==> src/rtl/div_pkg.sv <==
// Shared types and helpers for the iterative DIV/DIVU datapath.
package div_pkg;

    localparam int unsigned DIV_W = 32;

    typedef enum logic [1:0] {
        IDLE  = 2'd0,
        RUN   = 2'd1,
        FIXUP = 2'd2
    } div_state_t;

    // Magnitude of an operand; two's complement negation only for signed negatives.
    function automatic logic [DIV_W-1:0] abs_val(input logic [DIV_W-1:0] x,
                                                 input logic             signed_en);
        if (signed_en && x[DIV_W-1]) begin
            return DIV_W'(0) - x;
        end
        return x;
    endfunction

endpackage

==> src/rtl/div_iterate.sv <==
// Restoring shift-subtract divider: one quotient bit per clock, HI/LO results.
module div_iterate
    import div_pkg::*;
#(
    parameter int unsigned WIDTH = DIV_W,
    localparam int unsigned SHW  = $clog2(WIDTH)
) (
    input  logic             clk,
    input  logic             dvrst,
    input  logic             start,
    input  logic             is_signed,
    input  logic [WIDTH-1:0] dividend,
    input  logic [WIDTH-1:0] divisor,
    input  logic [WIDTH-1:0] shiftb,
    input  logic [SHW-1:0]   shamt,
    output logic             busy,
    output logic             done,
    output logic [WIDTH-1:0] quotient,
    output logic [WIDTH-1:0] remainder
);

    div_state_t       state_q, state_d;
    logic [WIDTH-1:0] rem_q, rem_d;
    logic [WIDTH-1:0] dvs_q, dvs_d;
    logic [SHW-1:0]   cnt_q, cnt_d;
    logic [WIDTH-1:0] q_q, q_d;
    logic             neg_quo_q, neg_quo_d;
    logic             neg_rem_q, neg_rem_d;
    logic             dz_q, dz_d;
    logic             skip_q, skip_d;
    logic             busy_q, busy_d;
    logic             done_q, done_d;
    logic [WIDTH-1:0] quo_q, quo_d;
    logic [WIDTH-1:0] rmd_q, rmd_d;

    logic [WIDTH-1:0] abs_dd_c;
    logic [WIDTH-1:0] abs_dv_c;
    logic             dz_c;

    // Operand magnitudes and the short-path decisions made at accept time.
    always_comb begin
        abs_dd_c = WIDTH'(abs_val(DIV_W'(dividend), is_signed));
        abs_dv_c = WIDTH'(abs_val(DIV_W'(divisor), is_signed));
        dz_c     = (divisor == '0);
    end

    // Next-state and datapath updates for the accept / iterate / fix-up sequence.
    always_comb begin
        state_d   = state_q;
        rem_d     = rem_q;
        dvs_d     = dvs_q;
        cnt_d     = cnt_q;
        q_d       = q_q;
        neg_quo_d = neg_quo_q;
        neg_rem_d = neg_rem_q;
        dz_d      = dz_q;
        skip_d    = skip_q;
        busy_d    = busy_q;
        done_d    = 1'b0;
        quo_d     = quo_q;
        rmd_d     = rmd_q;

        case (state_q)
            IDLE: begin
                if (start) begin
                    rem_d     = abs_dd_c;
                    dvs_d     = shiftb;
                    cnt_d     = shamt;
                    q_d       = '0;
                    neg_quo_d = is_signed & (dividend[WIDTH-1] ^ divisor[WIDTH-1]);
                    neg_rem_d = is_signed & dividend[WIDTH-1];
                    dz_d      = dz_c;
                    busy_d    = 1'b1;
                    if (dz_c || (abs_dv_c > abs_dd_c)) begin
                        skip_d  = 1'b1;
                        state_d = FIXUP;
                    end else begin
                        skip_d  = 1'b0;
                        state_d = RUN;
                    end
                end
            end
            RUN: begin
                if (rem_q >= dvs_q) begin
                    rem_d = rem_q - dvs_q;
                    q_d   = q_q | (WIDTH'(1) << cnt_q);
                end
                dvs_d = dvs_q >> 1;
                if (cnt_q == '0) begin
                    state_d = FIXUP;
                end else begin
                    cnt_d = cnt_q - SHW'(1);
                end
            end
            FIXUP: begin
                // Short paths linger one cycle here so they complete two edges after accept.
                if (skip_q) begin
                    skip_d = 1'b0;
                end else begin
                    if (dz_q) begin
                        quo_d = '1;
                    end else if (neg_quo_q) begin
                        quo_d = WIDTH'(0) - q_q;
                    end else begin
                        quo_d = q_q;
                    end
                    // rem holds |dividend| on both short paths, so this restores the raw dividend.
                    rmd_d   = neg_rem_q ? (WIDTH'(0) - rem_q) : rem_q;
                    done_d  = 1'b1;
                    busy_d  = 1'b0;
                    state_d = IDLE;
                end
            end
            default: begin
                state_d = IDLE;
            end
        endcase
    end

    // State and datapath registers; reset aborts any operation in flight.
    always_ff @(posedge clk or posedge dvrst) begin
        if (dvrst) begin
            state_q   <= IDLE;
            rem_q     <= '0;
            dvs_q     <= '0;
            cnt_q     <= '0;
            q_q       <= '0;
            neg_quo_q <= 1'b0;
            neg_rem_q <= 1'b0;
            dz_q      <= 1'b0;
            skip_q    <= 1'b0;
            busy_q    <= 1'b0;
            done_q    <= 1'b0;
            quo_q     <= '0;
            rmd_q     <= '0;
        end else begin
            state_q   <= state_d;
            rem_q     <= rem_d;
            dvs_q     <= dvs_d;
            cnt_q     <= cnt_d;
            q_q       <= q_d;
            neg_quo_q <= neg_quo_d;
            neg_rem_q <= neg_rem_d;
            dz_q      <= dz_d;
            skip_q    <= skip_d;
            busy_q    <= busy_d;
            done_q    <= done_d;
            quo_q     <= quo_d;
            rmd_q     <= rmd_d;
        end
    end

    assign busy      = busy_q;
    assign done      = done_q;
    assign quotient  = quo_q;
    assign remainder = rmd_q;

endmodule
==> config.mk <==
export PLATFORM = sky130hd
export DESIGN_NAME = div_iterate
export DESIGN_NICKNAME = d
export VERILOG_FILES = /design/src/rtl/div_pkg.sv /design/src/rtl/div_iterate.sv
export SDC_FILE = /design/constraint.sdc
export NUM_CORES = 1
export LEC_CHECK = 0
export BUFFER_PORTS_ARGS = -buffer_cell sky130_fd_sc_hd__buf_2
export CAP_MARGIN = 15
export CELL_PAD_IN_SITES_DETAIL_PLACEMENT = 0
export CELL_PAD_IN_SITES_GLOBAL_PLACEMENT = 1
export CORE_ASPECT_RATIO = 1.4
export CORE_MARGIN = 5
export CORE_UTILIZATION = 25
export CTS_CLUSTER_DIAMETER = 60
export DETAILED_ROUTE_END_ITERATION = 8
export HOLD_SLACK_MARGIN = 0.06
export PLACE_DENSITY = 0.47
export SLEW_MARGIN = 0
export SYNTH_ARGS = -nofsm -noshare
export SYNTH_HDL_FRONTEND = slang
export SYNTH_SLANG_ARGS = --single-unit
==> constraint.sdc <==
create_clock -name clk -period 10.13 [get_ports clk]
set_clock_uncertainty 0.15 [all_clocks]
set_input_delay 2.026 -clock clk [delete_from_list [all_inputs] [get_ports clk]]
set_output_delay 2.026 -clock clk [all_outputs]
set_load 0.1 [all_outputs]
Word-level counts from Yosys, hierarchy flattened
Index checks and enable logic that the tools add are counted.
- output and inout bits: 66
- word-level logic and storage cells: 83
- bits of input ports: 105
- register bits after elaboration: 173
- equality and inequality tests: 7
- reduce and logical (&&, ||, !) cells: 16
- magnitude comparators: 2
- muxes and demuxes: 33
- shift operators: 1
- $add $sub $neg: 6
- bitwise logic cells: 5
- operators with widths (kind ; number):
    32-bit 2-to-1 mux ; 12
    32-bit one-hot mux with 2 select lines ; 3
    1-bit by 32-bit subtractor with 32-bit output, first input constant ; 4
    32-bit greater-or-equal comparator ; 1
    32-bit greater-than comparator ; 1
    32-bit zero test ; 1
    32-bit OR ; 1
    1-bit by 5-bit left shift with 32-bit output, first input constant ; 1
    32-bit subtractor ; 1
    3-bit AND reduction ; 4
    5-bit 2-to-1 mux ; 2
    2-bit inequality test, second input constant ; 5
    5-bit one-hot mux with 2 select lines ; 1
    1-bit 2-to-1 mux ; 8
    2-bit 2-to-1 mux ; 4
    2-bit AND reduction ; 4
    2-bit one-hot mux with 3 select lines ; 1
    5-bit zero test ; 1
    5-bit by 1-bit subtractor with 5-bit output, second input constant ; 1
    1-bit one-hot mux with 2 select lines ; 2
    2-bit nonzero test ; 2
    1-bit AND ; 2
    2-bit by 1-bit == test with 1-bit output, second input constant ; 1
    2-bit == test, second input constant ; 1
    other kinds (5) ; 6

Logic depth before layout (Yosys ltp)
Gate-level depths: netlist of the first run.
- depth in word-level cells: 8
- mapped depth: 17
- gate-level depth less buffers: 17

Least setup slack after synthesis of the first run
OpenSTA, ideal clock, no wires.
- kind: input to register
- from: input port divisor[8]
- to: register skip_q
- stages on the path: 17
- setup slack: 4.694 ns
- data arrival time: 5.160 ns
- library setup time: 0.126 ns
- required time: 9.854 ns
- path buffers: 0
- cells stage by stage: nor3_1 > nand2b_1 > nor4_1 > and3_1 > and2_1 > nor3b_1 > a21oi_1 > xor2_1 > ha_1 > a21o_1 > a21o_1 > a21oi_1 > o21ai_0 > a21oi_1 > a22oi_1 > nand2b_1 > a221o_1
- word-level cells in the longest chain between the ends: 8
- elaborated cells on any way between the ends: 9
- classes of those cells: 1 x add/sub; 1 x order compare; 5 x mux; 2 x reduce/logical
- ends and longest elaborated chain (element ; line ; text):
    from (decl) ; div_iterate.sv:13 ; input logic [WIDTH-1:0] divisor,
    1-bit by 32-bit subtractor with 32-bit output ; div_pkg.sv:16 ; return DIV_W'(0) - x;
    32-bit 2-to-1 mux ; div_pkg.sv:15 ; if (signed_en && x[DIV_W-1]) begin
    32-bit 2-to-1 mux ; div_pkg.sv:18 ; return x;
    32-bit greater-than comparator ; div_iterate.sv:74 ; if (dz_c || (abs_dv_c > abs_dd_c)) begin
    1-bit logical OR (*) ; div_iterate.sv:74 ;
    1-bit 2-to-1 mux (*) ; div_iterate.sv:74 ;
    1-bit 2-to-1 mux (*) ; div_iterate.sv:65 ; if (start) begin
    1-bit one-hot mux with 2 select lines (*) ; div_iterate.sv:63 ; case (state_q)
    to (signal assigned) ; div_iterate.sv:145 ; skip_q <= skip_d;
    to (decl) ; div_iterate.sv:30 ; logic skip_q, skip_d;
Every way passes the cells marked *; elsewhere a longest branch is shown, timed or not. The select of a mux whose other input is x is not followed.
A chain may end at the register's enable or synchronous reset.

Final worst setup path of the first run
Same ends and word-level chain as after synthesis.

==> results of run 1 <==
## worst paths after layout
kind                                    from      endpoint  slack [ns]  depth (start not counted)
min in group asynchronous              dvrst       q_q[26]        1.47                          2
max in group asynchronous              dvrst       q_q[11]        7.02                          3
worst max register to register     rem_q[16]       q_q[12]        5.36                         11
worst max-delay path              divisor[8]        skip_q        4.31                         18
worst min register to register  quotient[24]  quotient[24]        0.32                          2
worst min-delay path            quotient[24]  quotient[24]        0.32                          2
## cells by family (layout without fill, tap and decap cells)
family	after synthesis	count (layout)	synth area share, %
AOI/OAI and AO/OA	461	461	23.48
xor gates and xnor gates	141	141	10.27
adders and majority gates	74	74	7.766
buffers and inverters	125	270	3.987
DFF	173	173	36.02
muxes	7	7	0.6038
other	0	3	0
and+or+nand+nor	461	461	17.87
## registers in the layout, indices dropped and copies added (netlist names)
signal and cells:
state_q 2, neg_rem_q 1, dz_q 1, done 1, remainder 32, cnt_q 5
quotient 32, dvs_q 32, rem_q 32, q_q 32, busy 1, skip_q 1
neg_quo_q 1
## routing by layer
| layer | GRT usage [%] | up-vias | part of all wire, % |
|---|---|---|---|
| met4 | 4.871 | 6 | 2.1 |
| met5 | 0 | - | 0.055 |
| met2 | 27.54 | 182 | 51 |
| met3 | 2.410 | 40 | 3.5 |
| li1 | - | 5370 | - |
| met1 | 18.59 | 4991 | 43 |
## placed cells by master (no fill, tap or decap), types with 10 or more instances in the layout
master,count
o31ai_1,28
buf_4,10
o21ai_0,100
ha_1,73
inv_1,56
a211oi_1,34
xor2_1,83
or3_1,18
nor3_1,22
clkbuf_16,17
xnor2_1,58
a21oi_1,174
nor2_1,189
nor2b_1,11
a21o_1,26
buf_2,170
a31oi_1,22
o21bai_1,11
dfrtp_1,173
nand2_1,119
nand3_1,17
nand2b_1,12
## layout make-up
cell class / instances / area share (%)
clock buffers: 21 / 3.268
repair buffers: 180 / 6.571
inverters: 58 / 1.581
diodes: 3 / 0.05328
flip-flops and latches: 173 / 30.72
clock inverters: 11 / 0.9323
multi-input cells: 1144 / 51.28
well taps: 630 / 5.594
## through the flow
step / instance area (sq um) / hold slack (ns) / setup slack [ns] / util, %
2_1_floorplan: 12020 / 0.3331 / 3.266 / -
3_3_place_gp: 13490 / 0.3114 / 3.846 / 28.24
3_5_place_dp: 13490 / 0.3130 / 3.777 / 28.24
4_1_cts: 14080 / 0.3303 / 4.238 / 29.47
5_1_grt: 14080 / 0.3451 / 3.865 / 29.47
6_report: 14090 / 0.3200 / 4.315 / 29.49
## worst max-delay path: cells and delay by family
kind                       cells  cell delay [ns]
adders and majority gates      1             0.30
xor gates and xnor gates       1             0.18
buffers and inverters          1             0.11
and+or+nand+nor                7             2.01
AOI/OAI and AO/OA              8             1.37
==> run metrics, run 1 <==
maximum root-to-sink buffer count=2; share of cells above drive strength 1=15.19%; clock sinks=173; fin crit share=roughly 57%; RSZ-0062 raised after global routing=no; Clock Latency Late Sink=roughly 0.45 ns; Period minus WS final=5.815 ns; Most common cell on crit path=a21oi_1; CP Data Arrival Time=5.99 ns; first-iteration detailed-routing DRC count=405; setup violators final=0; number of global-route vias before repair=about 11000; Die Height=269.4 um; full die area=0.05262 sq mm; # H-tree levels=4; final net count=1753; Final Slew Violations=0; Crit Path Max Fanout=5; register area share after synthesis=36.02%; CTS tree=yes; Post-CTS Resized=0; CTS clk-pin slew, worst paths=approximately 0.07 ns; die width=195.3 um; main flop type after synthesis=dfrtp_1; biggest cell delay along the critical path=0.52 ns; CP max stage cell=nor3b_1; CP Data Required Time=10.30 ns; largest cells by area after synthesis=dfrtp_1 36%, ha_1 7.6%, a21oi_1 7.2%; worst slew pin tran=0.9605 ns; row count=between 90 and 100; Fin. Hold Viols=0; number of synthesized flops with an enable pin=0; WL per Instance=~18 um; buffers added on ports=170; CP Launch Type=input pin; Ports=171; core area=0.04778 sq mm; top post-synthesis cells by count=189 x nor2_1, 174 x a21oi_1, 173 x dfrtp_1; CP Class=input pin to flip-flop; syn_area_per_cell=8.335 sq um; Post-Synthesis Cell Area=~0.012 sq mm; area occupied by multi-input gates=0.007226 sq mm; detailed-route via count=10589; total wire length=40.22 mm; Reg area=between 0.004 and 0.005 sq mm; Synthesized Nets=1621; first-pass GRT wire length=64.03 mm; Initial Util=25.15%; DR pass1 iterations=4; status=finished, final reports clean; placed insts=2185; min-delay worst type=flip-flop to flip-flop; post-route insts no fill=between 2000 and 2500; initial antenna violation count=6; CP cell instances=buf_2 -> nor3_1 -> nand2b_1 -> nor4_1 -> and3_1 -> and2_1 -> nor3b_1 -> a21oi_1 -> xor2_1 -> ha_1 -> a21o_1 -> a21o_1 -> a21oi_1 -> o21ai_0 -> a21oi_1 -> a22oi_1 -> nand2b_1 -> a221o_1; GRT Overall Usage=15.29%; Routed Antenna Nets=0; Overflow after GRT=0; vias per inst=roughly 4.8; top cell type's share of synthesized area=36.02%; max frequency=approximately 170 MHz; ys async rst share=100.0%; top cell type by total area after synthesis=dfrtp_1; Post-CTS Hold Fix Bufs=0; largest net degree at the start of global routing=86; drc violations=0; Post-DP HPWL=32.04 mm; Setup TNS Final=0 ns; post-CTS setup buffer count=0; root buffer cell=clkbuf_16; placer congestion estimate=approximately 0.9; crit end category=flip-flop; Post-Synthesis Cells=about 1400; Fillers=5240; #FFs+latches synth=approximately 170; MaxCap Viol Count=0; Yosys cell types=73; Syn-to-layout area delta=17.24%; yosys warns=0; Rel. slew slack=35.83%; most common cell in the netlist=nor2_1; total clock buffers created by CTS=17
Power of run 1 is left out: the tool's default activity adds up to more than one toggle a clock period on the data nets, which glitch-free logic cannot reach.
==> run 2, diff against run 1 <==
--- a/config.mk
+++ b/config.mk
@@ -5,6 +5,7 @@
 export SDC_FILE = /design/constraint.sdc
 export NUM_CORES = 1
 export LEC_CHECK = 0
+export ABC_AREA = 1
 export BUFFER_PORTS_ARGS = -buffer_cell sky130_fd_sc_hd__buf_2
 export CAP_MARGIN = 15
 export CELL_PAD_IN_SITES_DETAIL_PLACEMENT = 0
@@ -15,7 +16,7 @@
 export CTS_CLUSTER_DIAMETER = 60
 export DETAILED_ROUTE_END_ITERATION = 8
 export HOLD_SLACK_MARGIN = 0.06
-export PLACE_DENSITY = 0.47
+export PLACE_DENSITY = 0.49
 export SLEW_MARGIN = 0
 export SYNTH_ARGS = -nofsm -noshare
 export SYNTH_HDL_FRONTEND = slang
==> constraint.sdc (replaced) <==
create_clock -name clk -period 6.02 [get_ports clk]
set_clock_uncertainty 0.15 [all_clocks]
set_input_delay 1.204 -clock clk [delete_from_list [all_inputs] [get_ports clk]]
set_output_delay 1.204 -clock clk [all_outputs]
set_load 0.1 [all_outputs]
==> run metrics, run 2 <==
Routed Antenna Nets=0 (unchanged); full die area=0.06343 sq mm (was 0.05262 sq mm); power per standard cell area=between 600 and 700 mW/mm^2; post-CTS setup buffer count=0 (unchanged); DR pass1 iterations=5 (was 4); Syn-to-layout area delta=14.16% (was 17.24%); number of synthesized flops with an enable pin=0 (unchanged); most common cell in the netlist=nand2_1 (was nor2_1); share of cells above drive strength 1=11.22% (was 15.19%); clock sinks=173 (unchanged); register area share after synthesis=29.64% (was 36.02%); core area=0.05765 sq mm (was 0.04778 sq mm); most common cell after layout, fill and taps aside=nand2_1 (was nor2_1); Final Slew Violations=0 (unchanged); crit end category=flip-flop (unchanged); Setup TNS Final=0 ns (unchanged); root buffer cell=clkbuf_16 (unchanged); CTS tree=yes (unchanged); ys async rst share=100.0% (unchanged); top cell type's share of synthesized area=29.64% (was 36.02%); main flop type after synthesis=dfrtp_1 (unchanged); #FFs+latches synth=173 (unchanged); Crit Path Max Fanout=22 (was 5); CP Data Arrival Time=4.32 ns (was 5.99 ns); CP Launch Type=input pin (unchanged); status=finished, final reports clean (unchanged); Die Height=296.0 um (was 269.4 um); Post-CTS Hold Fix Bufs=0 (unchanged); number of global-route vias before repair=14699 (was 11060); syn_area_per_cell=6.410 sq um (was 8.335 sq um); Ports=171 (unchanged); Antenna Cells=0 (was 3); Post-CTS Resized=0 (unchanged); # H-tree levels=4 (unchanged); Clock Latency Late Sink=0.46 ns (was 0.45 ns); Post-Synthesis Cells=2279 (was 1442); DP Worst Slack=1.460 ns (was 3.777 ns); final setup margin=1.912 ns (was 4.315 ns); Initial Util=25.34% (was 25.15%); first-iteration detailed-routing DRC count=805 (was 405); first-pass GRT wire length=89.78 mm (was 64.03 mm); largest cells by area after synthesis=dfrtp_1 30%, nand2_1 17%, inv_1 8.7% (was dfrtp_1 36%, ha_1 7.6%, a21oi_1 7.2%); detailed-route via count=14644 (was 10589); Yosys cell types=52 (was 73); max frequency=243.5 MHz; Post-DP HPWL=48.92 mm (was 32.04 mm); min-delay worst type=flip-flop to flip-flop (unchanged); row count=104 (was 95); Fin. Hold Viols=0 (unchanged); initial antenna violation count=0 (was 6); largest net degree at the start of global routing=111 (was 86); drc violations=0 (unchanged); GRT Overall Usage=18.41% (was 15.29%); CTS clk-pin slew, worst paths=0.08 ns (was 0.07 ns); yosys warns=0 (unchanged); MaxCap Viol Count=0 (unchanged); Fillers=6538 (was 5240); CP Class=input pin to flip-flop (unchanged); Leak=0.008611 uW; RSZ-0062 raised after global routing=no (unchanged); maximum root-to-sink buffer count=2 (unchanged); fin crit share=68.23%; placer congestion estimate=0.8576 (was 0.8785); final net count=2581 (was 1753); IR Drop Worst-Case VDD=0.2130 mV; die width=214.3 um (was 195.3 um); Rel. slew slack=44.20% (was 35.83%); setup violators final=0 (unchanged); worst slew pin tran=0.8370 ns (was 0.9605 ns); commonest cells after routing, fill and taps aside=664 x nand2_1, 334 x inv_1, 229 x nor2_1, 173 x dfrtp_1, 170 x buf_2 (was 189 x nor2_1, 174 x a21oi_1, 173 x dfrtp_1, 170 x buf_2, 119 x nand2_1); vias per inst=4.639 (was 4.770); Post-Synthesis Cell Area=0.01461 sq mm (was 0.01202 sq mm); total wire length=59.20 mm (was 40.22 mm); Period minus WS final=4.108 ns; Synthesized Nets=2458 (was 1621); top cell type by total area after synthesis=dfrtp_1 (unchanged); buffers added on ports=170 (unchanged); CP Data Required Time=6.23 ns (was 10.30 ns); Overflow after GRT=0 (unchanged); total clock buffers created by CTS=17 (unchanged); WL per Instance=18.75 um (was 18.12 um); top post-synthesis cells by count=667 x nand2_1, 337 x inv_1, 229 x nor2_1 (was 189 x nor2_1, 174 x a21oi_1, 173 x dfrtp_1)
[run 2: cell types whose count changed in the layout (fill, tap and decap cells not counted), sizes merged, moves of 49 or more]
cell	delta
o21ai	+67
nand2	+566
xnor2	-49
nand3	+134
inv	+282
a21oi	-76
[run 2: layout make-up]
class,count,area (sq um),area share [%]
multi-input combinational,1682,8631,51.76
sequential,173,4329,25.96
inverter,345,1301,7.803
timing repair buffer,183,960.9,5.762
tap,742,928.4,5.567
clock buffer,19,432.9,2.596
clock inverter,13,92.59,0.5552
[run 2: path summary, 6_finish.rpt]
kind | cells past startpoint | from | slack (ns) | end
min in group asynchronous | 2 | dvrst | 0.50 | done
hold / removal | 2 | remainder[26] | 0.33 | remainder[26]
max in group asynchronous | 3 | dvrst | 4.20 | rem_q[28]
hold reg to reg | 2 | remainder[26] | 0.33 | remainder[26]
setup reg to reg | 17 | rem_q[0] | 2.31 | q_q[21]
setup / recovery | 16 | is_signed | 1.91 | skip_q
[run 2: worst max-delay path, cell delays in order]
cell and delay, ns:
buf_2 0.12, nand2_1 0.36, inv_1 0.67, o21ai_2 0.17
o21ai_0 0.18, nor2_1 0.09, xor2_1 0.16, ha_1 0.28
nand2_1 0.06, nor2_1 0.13, nor3b_1 0.41, nand4_1 0.14
nand2_1 0.12, nand3_1 0.10, nand2_1 0.08, inv_1 0.03
[run 2: cells by family (layout without fill, tap and decap cells)]
kind of cell | count (synthesis) | after routing | share of synthesized area (%)
and+or+nand+nor | 1169 | 1169 | 33.58
AOI/OAI and AO/OA | 351 | 351 | 13.75
xor gates and xnor gates | 88 | 88 | 5.276
adders and majority gates | 74 | 74 | 6.390
DFF | 173 | 173 | 29.64
buffers and inverters | 424 | 560 | 11.37
[run 2: routing by layer]
layer	vias up	GRT usage (%)	part of all wire [%]	routed length, um
li1	7537	-	-	-
met1	6857	20.28	40	23510
met2	203	36.61	55	32790
met3	47	2.195	2.1	1247
met4	0	5.831	2.8	1652
met5	-	0	0	0
[run 2: power by group]
group / internal [uW] / switching (uW)
sequential: 1660 / 463
combinational: 1940 / 5660
clock: 529 / 518
[run 2: metrics by stage]
step	utilization, %	hold WS (ns)	instance area (sq um)	power (uW)	std cells
2_1_floorplan	-	0.3458	14610	7775	2279
3_3_place_gp	28.02	0.3128	16150	9870	3125
3_5_place_dp	28.02	0.3113	16150	9904	3125
4_1_cts	28.93	0.3295	16680	11000	3157
5_1_grt	28.93	0.3594	16680	11760	3157
6_report	28.93	0.3251	16680	10770	3157
Power figures use the tool's default switching activity.
